### src/rtl/dds_sweep_master.sv
// DDS frequency sweep master.
// Drives the DDS register slave's ICB command port. It steps the frequency
// word from f_start towards f_stop in f_step increments and holds each point
// for a programmable dwell time. A sweep either runs once or wraps around.
//
// state | meaning
// ------+-------------------------------------------------------------------
// IDLE  | no sweep running; a start pulse latches the configuration
// WRITE | cmd_valid held high with the current frequency until the handshake
// DWELL | dwell down-counter running; at terminal count decide the next point

module dds_sweep_master #(
    parameter logic [31:0] DDS_BASE = 32'h0000_0000,
    parameter int          DWELL_W  = 24,
    parameter int          WRAP_W   = 16
) (
    input  logic               sys_clk,
    input  logic               sys_rst_n,
    input  logic               start,
    input  logic               stop,
    input  logic               continuous,
    input  logic [31:0]        f_start,
    input  logic [31:0]        f_stop,
    input  logic [31:0]        f_step,
    input  logic [DWELL_W-1:0] dwell,
    output logic               dds_icb_cmd_valid,
    input  logic               dds_icb_cmd_ready,
    output logic [31:0]        dds_icb_cmd_addr,
    output logic               dds_icb_cmd_read,
    output logic [31:0]        dds_icb_cmd_wdata,
    output logic [3:0]         dds_icb_cmd_wmask,
    input  logic               dds_icb_rsp_valid,
    output logic               dds_icb_rsp_ready,
    input  logic               dds_icb_rsp_err,
    output logic               busy,
    output logic               done,
    output logic [31:0]        cur_freq,
    output logic [WRAP_W-1:0]  wrap_cnt,
    output logic               err_flag
);

    localparam logic [31:0] FREQ_ADDR = DDS_BASE + 32'h0000_0004;

    typedef enum logic [1:0] {
        IDLE  = 2'd0,
        WRITE = 2'd1,
        DWELL = 2'd2
    } state_t;

    state_t             state;
    logic               cont_lat;
    logic [31:0]        f_start_lat;
    logic [31:0]        f_stop_lat;
    logic [31:0]        f_step_lat;
    logic [DWELL_W-1:0] dwell_lat;
    logic [DWELL_W-1:0] cnt;
    logic               stop_pending;
    logic [32:0]        nxt;
    logic               at_end;

    // Next point is computed one bit wider so a step past 2^32-1 counts as
    // overshooting f_stop instead of wrapping to a small value.
    assign nxt    = {1'b0, cur_freq} + {1'b0, f_step_lat};
    assign at_end = (f_step_lat == 32'd0) || (nxt > {1'b0, f_stop_lat}) ||
                    (cur_freq >= f_stop_lat);

    assign busy              = (state != IDLE);
    assign dds_icb_cmd_wdata = cur_freq;
    assign dds_icb_cmd_read  = 1'b0;
    assign dds_icb_cmd_wmask = 4'hF;
    assign dds_icb_rsp_ready = 1'b1;

    // Sweep sequencer: config latch, command issue, dwell timer and step decision.
    always_ff @(posedge sys_clk) begin
        if (!sys_rst_n) begin
            state             <= IDLE;
            cont_lat          <= 1'b0;
            f_start_lat       <= 32'd0;
            f_stop_lat        <= 32'd0;
            f_step_lat        <= 32'd0;
            dwell_lat         <= '0;
            cnt               <= '0;
            stop_pending      <= 1'b0;
            dds_icb_cmd_valid <= 1'b0;
            dds_icb_cmd_addr  <= 32'd0;
            done              <= 1'b0;
            cur_freq          <= 32'd0;
            wrap_cnt          <= '0;
            err_flag          <= 1'b0;
        end else begin
            done <= 1'b0;
            case (state)
                IDLE: begin
                    if (start) begin
                        cont_lat          <= continuous;
                        f_start_lat       <= f_start;
                        f_stop_lat        <= f_stop;
                        f_step_lat        <= f_step;
                        dwell_lat         <= dwell;
                        cur_freq          <= f_start;
                        wrap_cnt          <= '0;
                        err_flag          <= 1'b0;
                        stop_pending      <= 1'b0;
                        dds_icb_cmd_valid <= 1'b1;
                        dds_icb_cmd_addr  <= FREQ_ADDR;
                        state             <= WRITE;
                    end
                end
                WRITE: begin
                    // The command is never withdrawn; a stop only redirects
                    // where we go once the slave has taken it.
                    if (stop) begin
                        stop_pending <= 1'b1;
                    end
                    if (dds_icb_cmd_ready) begin
                        dds_icb_cmd_valid <= 1'b0;
                        stop_pending      <= 1'b0;
                        if (stop_pending || stop) begin
                            state <= IDLE;
                        end else begin
                            cnt   <= dwell_lat;
                            state <= DWELL;
                        end
                    end
                end
                DWELL: begin
                    if (stop) begin
                        state <= IDLE;
                    end else if (cnt != '0) begin
                        cnt <= cnt - 1'b1;
                    end else if (!at_end) begin
                        cur_freq          <= nxt[31:0];
                        dds_icb_cmd_valid <= 1'b1;
                        state             <= WRITE;
                    end else if (cont_lat) begin
                        cur_freq          <= f_start_lat;
                        wrap_cnt          <= wrap_cnt + 1'b1;
                        dds_icb_cmd_valid <= 1'b1;
                        state             <= WRITE;
                    end else begin
                        done  <= 1'b1;
                        state <= IDLE;
                    end
                end
                default: begin
                    dds_icb_cmd_valid <= 1'b0;
                    state             <= IDLE;
                end
            endcase
            // Write responses are not expected; any error response is remembered.
            if (dds_icb_rsp_valid && dds_icb_rsp_err) begin
                err_flag <= 1'b1;
            end
        end
    end

endmodule

### config.mk
export PLATFORM = sky130hd
export DESIGN_NAME = dds_sweep_master
export DESIGN_NICKNAME = d
export VERILOG_FILES = /design/src/rtl/dds_sweep_master.sv
export SDC_FILE = /design/constraint.sdc
export NUM_CORES = 1
export LEC_CHECK = 0
export BUFFER_PORTS_ARGS = -buffer_cell sky130_fd_sc_hd__buf_4
export CAP_MARGIN = 20
export CELL_PAD_IN_SITES_DETAIL_PLACEMENT = 1
export CELL_PAD_IN_SITES_GLOBAL_PLACEMENT = 1
export CORE_MARGIN = 4
export CORE_UTILIZATION = 29
export DETAILED_ROUTE_END_ITERATION = 10
export GPL_TIMING_DRIVEN = 0
export PLACE_DENSITY = 0.71
export SLEW_MARGIN = 20
export SYNTH_ARGS = -nofsm -noshare
export SYNTH_HDL_FRONTEND = slang
export SYNTH_SLANG_ARGS = --single-unit
### constraint.sdc
create_clock -name sys_clk -period 7.3 [get_ports sys_clk]
set_clock_uncertainty 0.1 [all_clocks]
set_input_delay 0.365 -clock sys_clk [delete_from_list [all_inputs] [get_ports sys_clk]]
set_output_delay 0.365 -clock sys_clk [all_outputs]
set_load 0.1 [all_outputs]
==> results.py, run 1 <==
metrics = {
    "status": {
        "status": "completed",
    },
    "floorplanning": {
        "start_util_pct": 29.3,
        "die_y_um": 214,
        "io_pins": 250,
        "core_um2": 41900,
        "die_w_um": 214,
        "die_area_um2": 45700,
        "num_rows": 75,
    },
    "sta": {
        "setup-tns-final_ps": 0,
        "tightest_slew_ps": 955,
        "hold_viol": 0,
        "setup_viol_count_final": 0,
        "finalCritPeriodShare_pct": 92.5,
        "slew_viol_final": 0,
        "fmax_mhz": 148,
        "fin_crit_ps": 6750,
        "relSlewSlack_pct": 36.4,
        "rsz0062_at_grt": "no",
    },
    "critical_path": {
        "critPathArrivalTime_ps": 6990,
        "crit_path_cell_trace": "ha_1 -> fa_1 -> a211oi_1 -> o21bai_1 -> a2111oi_2 -> nor4_1 -> a31oi_1 -> o21bai_1 -> xnor2_1 -> inv_1 -> ha_1 -> nand4_1 -> or4_1 -> nor4b_1 -> o21ai_0 -> o31ai_1 -> a21oi_2 -> a21oi_4 -> nor2_2 -> buf_6 -> a22o_1",
        "critPathCapture": "cur_freq[10]",
        "rrSetupSlack_ps": 550,
        "crit_path_top_delay_cell": "or4_1",
        "critPathLaunchType": "flop",
        "setup.worst_path.end_class": "flop",
        "cp_max_fo": 10,
        "required_ps": 7540,
        "worst_r2r_endpoint": "cur_freq[10]",
        "critical-path-max-stage-delay_ps": 670,
        "worstRegToRegCells": 21,
        "rr_startpoint": "cur_freq[0]",
        "crit_type": "reg -> reg",
        "critPathLaunch": "cur_freq[0]",
    },
    "clocking": {
        "cts_buffer_depth": 2,
        "clock_sinks": 200,
        "post-cts-setup-buffers": 0,
        "cts_tree": "built",
        "root_buffer": "clkbuf_16",
        "numCtsBuffers": 17,
        "path_clk_slew_ps": 80,
        "insertion_delay_ps": 460,
        "cts_htree_levels": 4,
    },
    "placement": {
        "io_buffers": 211,
        "hpwl_mm": 39.8,
        "place_inst": 2390,
        "routabilityCongestion": 0.887,
    },
    "synthesis": {
        "synth_top_area_cell": "dfxtp_1",
        "synth_top_area_share_pct": 32.6,
        "netlist_instances": 1605,
        "yosys_register_bits": 200,
        "synth_area_um2": 12300,
        "synth-edff-count": 0,
        "ys.flop_type": "dfxtp_1",
        "yosys-top-cells-area": "dfxtp_1 33%, nand2_1 10%, ha_1 10%",
        "ys_types": 75,
        "synthArstFlopShare_pct": 0,
        "syn_area_per_cell_um2": 7.65,
        "synth_warnings": 0,
        "synth-seq-area-share_pct": 32.6,
    },
    "drt": {
        "antenna_left": 0,
        "via_count": 12700,
        "firstDrtPassIters": 7,
        "wirelength_mm": 50.4,
        "avgRoutedWirePerCell_um": 20.8,
        "drc": 0,
        "first_iter_violations": 784,
        "vias_per_cell": 5.26,
    },
    "finish": {
        "drive_gt1_share_pct": 18.4,
        "final_cell_mix": "332 x nand2_1, 285 x buf_4, 213 x a21oi_1, 200 x dfxtp_1, 98 x ha_1",
        "syn_to_final_growth_pct": 24.5,
        "final_nets": 2097,
        "final_cells": 2422,
        "final_common_cell": "nand2_1",
    },
    "global_route": {
        "grt_pass1_vias": 13000,
        "gr-total-overflow": 0,
        "grt_start_max_net_pins": 18,
        "grt.total_usage_pct": 21.6,
        "antenna_found_initial": 4,
        "grt_pass1_wl_mm": 75.8,
    },
    "pwr": {
        "ir_drop_mv": 0.161,
        "leakagePower_nw": 6.74,
        "cellPowerDensity_nw_per_um2": 231,
    },
    "worst_hold_path": {
        "hp-class": "in -> reg",
    },
    "job": {
        "max_cap_violations": 0,
    },
}
-- synth_stat cells, types with 21 or more instances --
cell,count
nand3_1,32
a22o_1,21
o21ai_0,83
nor3_1,22
buf_4,74
nand4_1,25
nor2_1,75
dfxtp_1,200
inv_1,60
a21o_1,22
clkbuf_1,68
a21oi_1,213
ha_1,98
nand2_1,332
-- cells by family (layout without fill, tap and decap cells) --
kind of cell,Yosys count,count (layout),share of synthesized area [%]
adders and majority gates,99,99,10.2
AOI/OAI and AO/OA,457,457,22.7
buffers and inverters,217,459,9.24
muxes,21,21,1.72
other,2,38,0.0612
and+or+nand+nor,582,582,21.6
DFF,200,200,32.6
xor gates and xnor gates,27,27,1.93
-- worst max-delay path, delay by kind of cell (launching register included) --
kind	cells	cell delay, ps
buf+inv	2	290
fa+ha+maj	3	1040
simple gates	5	1620
xor+xnor	1	370
flops	1	390
compound gates	10	2820
-- per-stage QoR --
stage	setup WS [ps]	area [um2]	hold WS, ps	total power [mW]	util [%]
2_1_floorplan	1720	12400	331	2.13	-
3_3_place_gp	364	14700	339	2.49	35.0
3_5_place_dp	205	14700	347	2.51	35.0
4_1_cts	65.6	15300	26.1	3.55	36.5
5_1_grt	239	15300	27.8	3.70	36.5
6_report	549	15300	49.2	3.53	36.5
-- final cells by class --
class / count / area, um2
Timing Repair Buffer: 211 / 1580
Sequential cell: 200 / 4000
Clock inverter: 12 / 164
Antenna cell: 1 / 2.50
Multi-Input combinational cell: 1223 / 7270
Clock buffer: 19 / 443
Fill cell: 5207 / 26600
Inverter: 60 / 225
Tap cell: 539 / 674
Buffer: 157 / 908
-- worst min path at each step --
stage               slack [ps]  cells past startpoint              end             from
floorplan                  330                      2   f_start_lat[2]   f_start_lat[2]
global placement           340                      2  f_start_lat[28]  f_start_lat[28]
detailed placement         350                      2  f_start_lat[28]  f_start_lat[28]
CTS                         30                      3     dwell_lat[5]         dwell[5]
global route                30                      3   f_stop_lat[28]       f_stop[28]
finish                      50                      3     dwell_lat[3]         dwell[3]
-- per-layer routing --
layer,track usage [%],part of all wire (%)
met3,4.11,5.7
met2,37.1,49
met1,27.5,43
met4,6.71,2.6
met5,0,0.087
-- where the power goes --
part	switching [mW]	internal (mW)	total, mW
Clock	0.477	0.555	1.03
Combinational	0.880	0.395	1.27
Sequential	0.0710	1.16	1.23
Total	1.43	2.11	3.53
-- repair_timing --
action	in CTS	in global routing
hold buffers	0	0
setup endpoints to repair	0	44
gates resized for setup	0	2
-- state kept, by name (all words and copies together), names as in the netlist, 2 cells and up --
| name | flops |
|---|---|
| cnt | 24 |
| cur_freq | 32 |
| dwell_lat | 24 |
| f_start_lat | 32 |
| f_step_lat | 32 |
| f_stop_lat | 32 |
| state | 2 |
| wrap_cnt | 16 |
(Power assumes the default switching activity.)
==> inputs of run 2 (changes only) <==
ABC_AREA = 1   (was unset)
CELL_PAD_IN_SITES_DETAIL_PLACEMENT = unset   (was 1)
CELL_PAD_IN_SITES_GLOBAL_PLACEMENT = unset   (was 1)
PLACE_DENSITY = 0.57   (was 0.71)
==> run 2 against run 1 <==
  * Non-clock buffer count decreased by 5
  * Global-route usage decreased by 1.5 points
  * Die area increased by 5.3%
  * Highest routed layer unchanged
==> results.py, run 2 <==
metrics = {
    "status": {
        "status": "completed",
    },
    "finish": {
        "final_common_cell": "nor2_1",
        "antenna_cells": 0,
        "final_util_pct": 36.2,
        "final_area_um2": 16000,
        "multiInputGateArea_um2": 7530,
        "drive_gt1_share_pct": 16.1,
        "final_cells": 2822,
        "fillers": 4811,
        "final_cell_mix": "370 x nor2_1, 360 x nand2_1, 287 x buf_4, 200 x dfxtp_1, 186 x o21ai_0",
        "final_nets": 2444,
        "syn_to_final_growth_pct": 23.5,
        "regArea_um2": 4000,
    },
    "drt": {
        "antenna_left": 0,
        "drc": 0,
        "first_iter_violations": 1054,
        "wirelength_mm": 49.1,
        "via_count": 13600,
        "avgRoutedWirePerCell_um": 17.4,
        "firstDrtPassIters": 5,
        "vias_per_cell": 4.82,
    },
    "pwr": {
        "p_total_mw": 6.01,
        "ir_drop_mv": 0.234,
        "power_frac_seq_pct": 24.9,
        "leakagePower_nw": 7.60,
        "p_sw_share_pct": 53.3,
        "combPwrFrac_pct": 58.6,
        "p_clk_share_pct": 16.5,
        "switchingPower_mw": 3.20,
        "cellPowerDensity_nw_per_um2": 376,
        "p_int_mw": 2.81,
    },
    "sta": {
        "finalCritPeriodShare_pct": 69.5,
        "fmax_mhz": 197,
        "relSlewSlack_pct": 35.3,
        "slew_viol_final": 0,
        "setup_ws_ps": 2220,
        "whs_ps": 45.3,
        "hold_viol": 0,
        "rsz0062_at_grt": "no",
        "tightest_slew_ps": 970,
        "setup-tns-final_ps": 0,
        "fin_crit_ps": 5080,
        "setup_viol_count_final": 0,
    },
    "synthesis": {
        "syn_area_per_cell_um2": 6.63,
        "yosysMostFrequentCell": "nor2_1",
        "ys_types": 51,
        "synth_warnings": 0,
        "synth_area_um2": 12900,
        "yosys_register_bits": 200,
        "synthArstFlopShare_pct": 0,
        "ys.flop_type": "dfxtp_1",
        "yosys-top-cells-area": "dfxtp_1 31%, nor2_1 11%, nand2_1 10%",
        "synth_top_area_share_pct": 30.9,
        "synth_top_area_cell": "dfxtp_1",
        "synth-edff-count": 0,
        "synthTopCellsByCount": "370 x nor2_1, 360 x nand2_1, 200 x dfxtp_1",
        "synth-seq-area-share_pct": 30.9,
        "netlist_instances": 1952,
    },
    "clocking": {
        "cts_buffer_depth": 2,
        "post-cts-setup-buffers": 0,
        "numCtsBuffers": 17,
        "cts_hold_buffers": 0,
        "cts_tree": "built",
        "insertion_delay_ps": 470,
        "cts_htree_levels": 4,
        "path_clk_slew_ps": 80,
        "root_buffer": "clkbuf_16",
        "cts-resized-gates": 0,
        "clock_sinks": 200,
    },
    "critical_path": {
        "crit_type": "reg -> reg",
        "rr_startpoint": "cur_freq[11]",
        "worstRegToRegCells": 21,
        "critPathArrivalTime_ps": 5330,
        "worst_r2r_endpoint": "cur_freq[21]",
        "rrSetupSlack_ps": 2220,
        "cp_max_fo": 10,
        "critPathLaunchType": "flop",
        "required_ps": 7550,
        "setup.worst_path.end_class": "flop",
        "critPathCapture": "cur_freq[21]",
        "critPathLaunch": "cur_freq[11]",
    },
    "placement": {
        "place_inst": 2790,
        "routabilityCongestion": 0.935,
        "hpwl_mm": 39.4,
        "io_buffers": 211,
        "place_ws_ps": 2250,
        "postPlaceCellArea_um2": 15400,
    },
    "global_route": {
        "grt_pass1_wl_mm": 74.1,
        "gr-total-overflow": 0,
        "grt_pass1_vias": 12900,
        "antenna_found_initial": 5,
        "grt_start_max_net_pins": 19,
        "grt.total_usage_pct": 20.0,
    },
    "floorplanning": {
        "start_util_pct": 29.3,
        "core_um2": 44200,
        "io_pins": 250,
        "die_area_um2": 48100,
        "die_w_um": 219,
        "die_y_um": 219,
        "num_rows": 77,
    },
    "job": {
        "max_cap_violations": 0,
    },
    "worst_hold_path": {
        "hp-class": "in -> reg",
    },
}
## run 2: cell types whose count changed after synthesis, sizes merged, moves of 18 or more
cell / change
nor2: +300
inv: +106
o21ai: +99
nand3: +80
a21oi: -76
nand2: +33
a22o: -21
mux2i: -20
a21o: -18
xor2: +18
## run 2: how the worst min path moves through the flow
stage          cells past startpoint        endpoint  slack (ps)           from
2_1_floorplan                      2   dwell_lat[13]         330  dwell_lat[13]
3_3_place_gp                       2   dwell_lat[13]         350  dwell_lat[13]
3_5_place_dp                       2   dwell_lat[13]         350  dwell_lat[13]
4_1_cts                            3    dwell_lat[6]          30       dwell[6]
5_1_grt                            3  f_step_lat[29]          40     f_step[29]
6_report                           3  f_step_lat[26]          50     f_step[26]
## run 2: area by class of cell
type,count,share of cell area (%)
clock buffers,17,2.66
well taps,592,4.63
clock inverters,15,1.02
inverters,169,3.97
repair buffers,211,9.90
multi-input cells,1466,47.1
flip-flops and latches,200,25.0
plain buffers,152,5.70
## run 2: worst max-delay path, cell delays in order (launching register included)
cell     delay [ps]
dfxtp_1         410
ha_1            390
nand2_1         120
nor2_1          310
nand2_1          80
o21ai_0         690
a21oi_1         210
o21ai_0         260
xor2_1          290
ha_1            190
nand4_1         130
nor2_1          230
nand2_1         140
nor2_1          210
nand3_1         150
nand2_4         160
nand2_4         150
nand2_8         160
buf_4           220
nand3_1         100
nor2_1          180
nor2_1           60
## run 2: layer usage
metal / share of wire [%] / vias to the layer above / GRT usage (%)
li1: - / 6836 / -
met1: 43 / 6298 / 24.9
met2: 49 / 392 / 34.8
met3: 6.4 / 63 / 4.72
met4: 2.2 / 10 / 5.25
met5: 0.12 / - / 0
## run 2: cells by family after synthesis
logic type / count (synthesis) / share of synthesized area (%)
AOI/OAI and AO/OA: 373 / 15.4
xor gates and xnor gates: 35 / 2.37
adders and majority gates: 99 / 9.63
buffers and inverters: 321 / 11.9
DFF: 200 / 30.9
other: 2 / 0.0580
and+or+nand+nor: 922 / 29.7
## run 2: power groups by stage
| stage | clock network, mW | logic [mW] | registers, mW |
|---|---|---|---|
| detailed placement | 0 | 3.51 | 1.52 |
| CTS | 1.02 | 3.53 | 1.50 |
| global placement | 0 | 3.48 | 1.52 |
| finish | 0.994 | 3.52 | 1.50 |
| global route | 1.05 | 3.87 | 1.52 |
| floorplan | 0 | 2.25 | 1.84 |
